==> config.mk <==
export PLATFORM = sky130hd
export DESIGN_NAME = nrd_seq_ctrl
export DESIGN_NICKNAME = d
export VERILOG_FILES = /design/src/rtl/nrd_pkg.sv /design/src/rtl/nrd_addsub.sv /design/src/rtl/nrd_seq_ctrl.sv
export SDC_FILE = /design/constraint.sdc
export NUM_CORES = 1
export LEC_CHECK = 0
export ABC_AREA = 1
export CAP_MARGIN = 10
export CORE_MARGIN = 2
export CORE_UTILIZATION = 53
export DETAILED_ROUTE_END_ITERATION = 7
export HOLD_SLACK_MARGIN = 0.05
export PLACE_DENSITY = 0.75
export SYNTH_ARGS = -nofsm -noshare
export SYNTH_HDL_FRONTEND = slang
export SYNTH_SLANG_ARGS = --single-unit
==> constraint.sdc <==
create_clock -name clk -period 3.4 [get_ports clk]
set_input_delay 0.34 -clock clk [delete_from_list [all_inputs] [get_ports clk]]
set_output_delay 0.34 -clock clk [all_outputs]
set_load 0.005 [all_outputs]
==> src/rtl/nrd_pkg.sv <==
`default_nettype none
// ---------------------------------------------------------------------------
// Module : nrd_pkg
// Brief  : Shared constants for the non-restoring divider sequencer.
// Rev    : 1.0
// ---------------------------------------------------------------------------
package nrd_pkg;

   localparam int DEFAULT_WIDTH = 4;

   typedef logic [1:0] state_t;

   localparam state_t ST_IDLE    = 2'd0;
   localparam state_t ST_ITER    = 2'd1;
   localparam state_t ST_RESTORE = 2'd2;
   localparam state_t ST_DONE    = 2'd3;

   localparam logic ADD = 1'b0;
   localparam logic SUB = 1'b1;

   localparam logic [DEFAULT_WIDTH-1:0] DBZ_QUOTIENT = '1;

endpackage
`default_nettype wire

==> src/rtl/nrd_addsub.sv <==
`default_nettype none
// ---------------------------------------------------------------------------
// Module : nrd_addsub
// Brief  : Ripple-carry add/subtract; mode=1 subtracts via inverted b + carry-in.
// Rev    : 1.0
// ---------------------------------------------------------------------------
module nrd_addsub #(
   parameter int WIDTH = 5
) (
   input  logic [WIDTH-1:0] a,
   input  logic [WIDTH-1:0] b,
   input  logic             mode,
   output logic [WIDTH-1:0] sum
);

   logic [WIDTH-1:0] w_bx;
   logic [WIDTH-1:0] w_c;

   assign w_bx   = b ^ {WIDTH{mode}};
   assign w_c[0] = mode;

   // The final carry-out is dropped: arithmetic wraps modulo 2^WIDTH.
   for (genvar i = 0; i < WIDTH; i++) begin : g_bit
      assign sum[i] = a[i] ^ w_bx[i] ^ w_c[i];
      if (i < WIDTH - 1) begin : g_carry
         assign w_c[i+1] = (a[i] & w_bx[i]) | (w_c[i] & (a[i] ^ w_bx[i]));
      end
   end

endmodule
`default_nettype wire

==> src/rtl/nrd_seq_ctrl.sv <==
`default_nettype none
// ---------------------------------------------------------------------------
// Module : nrd_seq_ctrl
// Brief  : Multi-cycle unsigned non-restoring divider with valid/ready on both sides.
// Rev    : 1.0
// ---------------------------------------------------------------------------
module nrd_seq_ctrl
   import nrd_pkg::*;
#(
   parameter int WIDTH = DEFAULT_WIDTH
) (
   input  logic             clk,
   input  logic             rst_n,
   input  logic             in_valid,
   output logic             in_ready,
   input  logic [WIDTH-1:0] dividend,
   input  logic [WIDTH-1:0] divisor,
   output logic             out_valid,
   input  logic             out_ready,
   output logic [WIDTH-1:0] quotient,
   output logic [WIDTH-1:0] remainder,
   output logic             div_by_zero,
   output logic             busy
);

   localparam int               CNT_W    = (WIDTH > 1) ? $clog2(WIDTH) : 1;
   localparam logic [CNT_W-1:0] CNT_INIT = CNT_W'(WIDTH - 1);
   localparam logic [WIDTH-1:0] DBZ_Q    = {WIDTH{DBZ_QUOTIENT[0]}};

   state_t           r_state;
   logic [WIDTH:0]   r_a;
   logic [WIDTH-1:0] r_q;
   logic [WIDTH-1:0] r_m;
   logic [CNT_W-1:0] r_cnt;
   logic [WIDTH-1:0] r_quot;
   logic [WIDTH-1:0] r_rem;
   logic             r_dbz;

   logic [WIDTH:0]   w_as_a;
   logic [WIDTH:0]   w_as_b;
   logic [WIDTH:0]   w_as_sum;
   logic             w_as_mode;
   logic [WIDTH:0]   w_a_fix;

   // ITER feeds the shifted {A,Q}; RESTORE feeds A unshifted with a forced add.
   always_comb begin
      w_as_b = {1'b0, r_m};
      if (r_state == ST_RESTORE) begin
         w_as_a    = r_a;
         w_as_mode = ADD;
      end else begin
         w_as_a    = {r_a[WIDTH-1:0], r_q[WIDTH-1]};
         w_as_mode = r_a[WIDTH] ? ADD : SUB;
      end
   end

   nrd_addsub #(
      .WIDTH (WIDTH + 1)
   ) u_addsub (
      .a    (w_as_a),
      .b    (w_as_b),
      .mode (w_as_mode),
      .sum  (w_as_sum)
   );

   assign w_a_fix = r_a[WIDTH] ? w_as_sum : r_a;

   always_ff @(posedge clk or negedge rst_n) begin
      if (!rst_n) begin
         r_state <= ST_IDLE;
         r_a     <= '0;
         r_q     <= '0;
         r_m     <= '0;
         r_cnt   <= '0;
         r_quot  <= '0;
         r_rem   <= '0;
         r_dbz   <= 1'b0;
      end else begin
         case (r_state)
            ST_IDLE: begin
               if (in_valid) begin
                  if (divisor != '0) begin
                     r_a     <= '0;
                     r_q     <= dividend;
                     r_m     <= divisor;
                     r_cnt   <= CNT_INIT;
                     r_state <= ST_ITER;
                  end else begin
                     r_quot  <= DBZ_Q;
                     r_rem   <= dividend;
                     r_dbz   <= 1'b1;
                     r_state <= ST_DONE;
                  end
               end
            end
            ST_ITER: begin
               r_a   <= w_as_sum;
               r_q   <= {r_q[WIDTH-2:0], ~w_as_sum[WIDTH]};
               r_cnt <= r_cnt - CNT_W'(1);
               if (r_cnt == '0) begin
                  r_state <= ST_RESTORE;
               end
            end
            ST_RESTORE: begin
               r_a     <= w_a_fix;
               r_quot  <= r_q;
               r_rem   <= w_a_fix[WIDTH-1:0];
               r_dbz   <= 1'b0;
               r_state <= ST_DONE;
            end
            ST_DONE: begin
               if (out_ready) begin
                  r_state <= ST_IDLE;
               end
            end
            default: r_state <= ST_IDLE;
         endcase
      end
   end

   assign in_ready    = (r_state == ST_IDLE);
   assign out_valid   = (r_state == ST_DONE);
   assign busy        = (r_state != ST_IDLE);
   assign quotient    = r_quot;
   assign remainder   = r_rem;
   assign div_by_zero = r_dbz;

endmodule
`default_nettype wire
-- After elaboration in Yosys (flattened, before gate mapping)
Index checks and enable logic that the tools add are counted.
- register bits after elaboration: 26
- input port bits: 12
- output and inout bits: 12
- word-level logic and storage cells: 80
- add/subtract/negate cells: 1
- equality and inequality tests: 8
- mux-type cells: 27
- bitwise gates (word level): 24
- reduce and logical (&&, ||, !) cells: 12
- operator list (kind ; number):
    two-way mux 4 bit ; 6
    one-hot mux 4 bit (2 select lines) ; 3
    two-way mux 5 bit ; 4
    one-hot mux 5 bit (3 select lines) ; 1
    AND reduction 3 bit ; 5
    two-way mux 2 bit ; 6
    bitwise XOR 1 bit ; 10
    bitwise AND 1 bit ; 8
    one-hot mux 2 bit (4 select lines) ; 1
    inequality test 2 bit (second input constant) ; 3
    nonzero test 2 bit ; 3
    bitwise XOR 4 x 5 -> 5 bit ; 1
    == test 2 bit (second input constant) ; 2
    logical NOT 2 bit ; 2
    two-way mux 1 bit ; 4
    inequality test 2 x 1 -> 1 bit (second input constant) ; 2
    bitwise OR 1 bit ; 4
    one-hot mux 2 bit (2 select lines) ; 1
    nonzero test 4 bit ; 1
    nonzero test 3 bit ; 1
    == test 2 x 1 -> 1 bit (second input constant) ; 1
    one-hot mux 1 bit (2 select lines) ; 1
    subtractor 2 x 1 -> 2 bit (second input constant) ; 1
    inverter 1 bit ; 1

-- Logic depth before layout (Yosys ltp)
Gate-level depths: netlist of the first run.
- depth after elaboration: 15
- gate-level depth with buffers: 16
- gate-level depth less buffers: 16

-- Cells and area by module
A second synthesis of the first run with hierarchy kept.
- cells, all modules: 238
- area total of the unflattened synthesis: 1760.4 um^2
- by module, submodules not included (module ; instances ; cells each ; area an instance (um^2) ; sequential area each (um^2)):
    nrd_seq_ctrl ; 1 ; 209 ; 1559.0 ; 650.6
    nrd_addsub ; 1 ; 29 ; 201.4 ; 0.0

-- Worst setup path before layout of the first run
OpenSTA, ideal clock, no wires.
- kind: flip-flop to flip-flop
- start: register r_state[0]
- end: register r_rem[3] (netlist: remainder[3])
- arrival time: 2.766 ns
- required time: 3.326 ns
- path slack: 0.560 ns
- cell stages (with the launch flop): 13
- buffers on the path: 1
- cells stage by stage: dfrtp_1 -> inv_1 -> ha_1 -> buf_4 -> nor2_2 -> xor2_1 -> fa_1 -> fa_1 -> inv_1 -> fa_1 -> o21ai_1 -> a21oi_1 -> o21ai_2
- longest elaborated chain between the ends: 13
- elaborated cells on any way between the ends: 25
- ends and longest elaborated chain (element ; line ; source):
    from (decl) ; nrd_seq_ctrl.sv:30 ; state_t r_state;
    from (signal assigned) ; nrd_seq_ctrl.sv:70 ; r_state <= ST_IDLE;
    from (signal assigned) ; nrd_seq_ctrl.sv:87 ; r_state <= ST_ITER;
    from (signal assigned) ; nrd_seq_ctrl.sv:92 ; r_state <= ST_DONE;
    == test 2 bit ; nrd_seq_ctrl.sv:48, nrd_seq_ctrl.sv:79 ;
    two-way mux 1 bit ; nrd_seq_ctrl.sv:48 ; if (r_state == ST_RESTORE) begin
    bitwise XOR 4 x 5 -> 5 bit ; nrd_addsub.sv:19 ; assign w_bx = b ^ {WIDTH{mode}};
    bitwise XOR 1 bit ; nrd_addsub.sv:26 ; assign w_c[i+1] = (a[i] & w_bx[i]) | (w_c[i] & (a[i] ^ w_bx[i]));
    bitwise AND 1 bit ; nrd_addsub.sv:26 ;
    bitwise OR 1 bit ; nrd_addsub.sv:26 ;
    bitwise AND 1 bit ; nrd_addsub.sv:26 ;
    bitwise OR 1 bit ; nrd_addsub.sv:26 ;
    bitwise AND 1 bit ; nrd_addsub.sv:26 ;
    bitwise OR 1 bit ; nrd_addsub.sv:26 ;
    bitwise XOR 1 bit ; nrd_addsub.sv:24 ; assign sum[i] = a[i] ^ w_bx[i] ^ w_c[i];
    two-way mux 5 bit ; nrd_seq_ctrl.sv:66 ; assign w_a_fix = r_a[WIDTH] ? w_as_sum : r_a;
    one-hot mux 4 bit (2 select lines) ; nrd_seq_ctrl.sv:79 ; case (r_state)
    to (signal assigned) ; nrd_seq_ctrl.sv:90 ; r_rem <= dividend;
    to (signal assigned) ; nrd_seq_ctrl.sv:107 ; r_rem <= w_a_fix[WIDTH-1:0];
    to (decl) ; nrd_seq_ctrl.sv:36 ; logic [WIDTH-1:0] r_rem;
Several ways; a longest one is shown, not always the timed one.
A chain may end at the register's enable or synchronous reset.

-- Final worst setup path of the first run
Same ends and word-level chain as after synthesis.

==> reports/results.ini, run 1 <==
[route]
routed_via_density=5.38
remaining_drc_errors=0
num_vias=1351
drtAntennaViolNets=0
routed_wl_um=3390
first_iter_violations=43
first_pass_iters=4
detail_route.wl_per_cell_um=13.5

[layout]
multi_input_area_um2=805
fill_cells=261
layout_common_cells=nand2_1 (69), dfrtp_1 (26), clkdlybuf4s50_1 (23), inv_1 (17), o21ai_0 (16)
drive_above_1_share=0.123
area_delta_synth_final_pct=17.1
ff_latch_area_um2=651
nets=242
insertedDiodeCount=0
final_common_cell=nand2_1

[cts]
cts.path.max_buffers=2
post_cts_buffers=0
root_buffer=clkbuf_4
cts-resized-gates=0
cts_hold_buf=0
path_clk_slew_ns=0.14
clkLatencyLatePin_ns=0.33
h-tree-depth=1
cts_sinks=26
cts_tree=done
numCtsBuffers=3

[setup_path]
slowest_stage=dfrtp_1
cp.depth=13
timing.rr.start=r_state[0]
crit_family=adder cells
crit_type=reg2reg
crit_top_cell=fa_1
r2r_end=remainder[3]
path_cells=inv_1 -> ha_1 -> buf_4 -> nand2_1 -> nand3_2 -> o21a_1 -> fa_1 -> fa_1 -> inv_1 -> fa_1 -> o21ai_1 -> a21oi_1 -> o21ai_2
crit_path_start_kind=flop
arrival_ns=3.31
r2r_cells=13
worst-path-max-fanout=12
critPathBufInv=3
reg2reg_setup_slack_ns=0.36
end_kind=flop
required_ns=3.67
max_stage_delay_ns=0.42

[logic_synthesis]
yosys.area.top_type=dfrtp_1
yosysSeqAreaShare=0.414
synth_top_cell_area_share=0.414
synth_nets=216
synth_area_leaders=dfrtp_1 (41%), nand2_1 (16%), o21ai_0 (5.1%)
avgSynthCellArea_um2=8.02
ys_types=26
syn_inst=196
ys_ff_latch=26
synth_area_mm2=0.00157
yosysWarnings=0

[sta]
fmax_mhz=329
finalSetupViolations=0
tightest_slew_ns=0.472
hold_viol=0
finalCritPeriodShare=0.893
drv_slew=0
finClkSkew_ns=0.0130
rsz0062_at_grt=no
finalSetupTns_ns=0
post-route-min-period_ns=3.04
relSlewSlack=0.685

[placement]
hpwlAfterDp_um=2610
port_buffers=23
place.gp.congestion=0.909

[floorplan]
die_w_um=58.5
die_y_um=58.5
ios=24
die-area_mm2=0.00342
rows=19
initial_utilization=0.565
coreArea_mm2=0.00278

[pwr]
vdd_drop_max_uv=736
p_total_mw=1.87
leakagePower_nw=0.944
power_per_cell_area_mw_per_mm2=1010

[global_routing]
grt_pass1_wl_um=5980
grtUsageTotal=0.234
antenna_found_initial=0
grt_max_degree=27
grt_overflow=0
grt_pass1_vias=1342

[run]
max-cap-violations=0

[status]
status=complete, no violations

[hold_path]
hp-class=in2async

worst max-delay path by stage:
stage	startpoint	to
2_1_floorplan	r_state[0]	remainder[3]
3_3_place_gp	r_state[0]	remainder[3]
3_5_place_dp	r_state[0]	r_a[3]
4_1_cts	r_state[0]	remainder[3]
5_1_grt	r_state[0]	r_a[3]
6_report	r_state[0]	remainder[3]
final cells by class:
cell class                 count  area share
timing repair buffer          25       0.133
clock buffer                   3      0.0122
inverter                      21      0.0428
tap                           31      0.0211
multi-input combinational    145       0.437
sequential                    26       0.354
cell families after synthesis:
logic type,Yosys count,share of synthesized area
XOR/XNOR,3,0.0167
AO/OA/AOI/OAI,33,0.125
adder cells (fa/ha/maj),8,0.0780
buffers and inverters,25,0.0740
AND/OR/NAND/NOR,101,0.292
flip-flops,26,0.414
worst register-to-register path, delay by kind of cell, from the launching register on:
family	cells	cell delay, ns
adder cells (fa/ha/maj)	4	1.47
AO/OA/AOI/OAI	4	0.51
buffers and inverters	3	0.37
flip-flops	1	0.42
AND/OR/NAND/NOR	2	0.22
synthesized netlist by cell type:
cell type,number
nor2_2,2
o21ai_0,16
o21ai_2,3
nand4_1,1
nor2_1,6
or2_2,2
nand3_1,11
inv_1,17
a21oi_4,1
nand2_2,3
buf_4,2
o21ai_1,6
o211ai_1,1
ha_1,5
nand3_2,5
nand2_1,69
xor2_1,2
buf_6,2
a21oi_1,4
inv_2,4
dfrtp_1,26
o21a_1,1
nand2_4,2
o221ai_1,1
fa_1,3
xnor2_1,1
flip-flops by register name, summed over array words and instances, names as in the netlist:
register,cells
quotient,4
div_by_zero,1
remainder,4
r_a,5
r_q,4
r_state,2
r_m,4
r_cnt,2
where the power goes:
| part | internal (mW) | leakage, nW | total [mW] | switching, mW |
|---|---|---|---|---|
| clock network | 0.0417 | 0.0138 | 0.133 | 0.0911 |
| logic | 0.496 | 0.610 | 1.18 | 0.682 |
| registers | 0.453 | 0.320 | 0.554 | 0.101 |
| total | 0.991 | 0.944 | 1.87 | 0.874 |
metrics by stage:
| step | utilization | hold WS (ns) | area (um2) | instances | worst slack [ns] |
|---|---|---|---|---|---|
| after detailed placement | 0.654 | 0.458 | 1820 | 248 | 0.374 |
| after global routing | 0.662 | 0.376 | 1840 | 251 | 0.106 |
| final | 0.662 | 0.361 | 1840 | 251 | 0.363 |
| after CTS | 0.662 | 0.376 | 1840 | 251 | 0.350 |
| after global placement | 0.654 | 0.457 | 1820 | 248 | 0.490 |
| after floorplan | - | 0.0444 | 1570 | 196 | 0.560 |
per-layer routing:
layer  vias to the layer above  global-route usage  wire, um
li1                        675                   -         -
met1                       641               0.291      1480
met2                        30               0.411      1720
met3                         5              0.0264       136
met4                         0              0.0963        57
met5                         -                   0         0
Power figures use the tool's default switching activity.
==> inputs of run 2 (changes only) <==
CAP_MARGIN = default   (was 10)
==> results of run 2 <==
Final layout, timing and power as in run 1 (identical DEF).
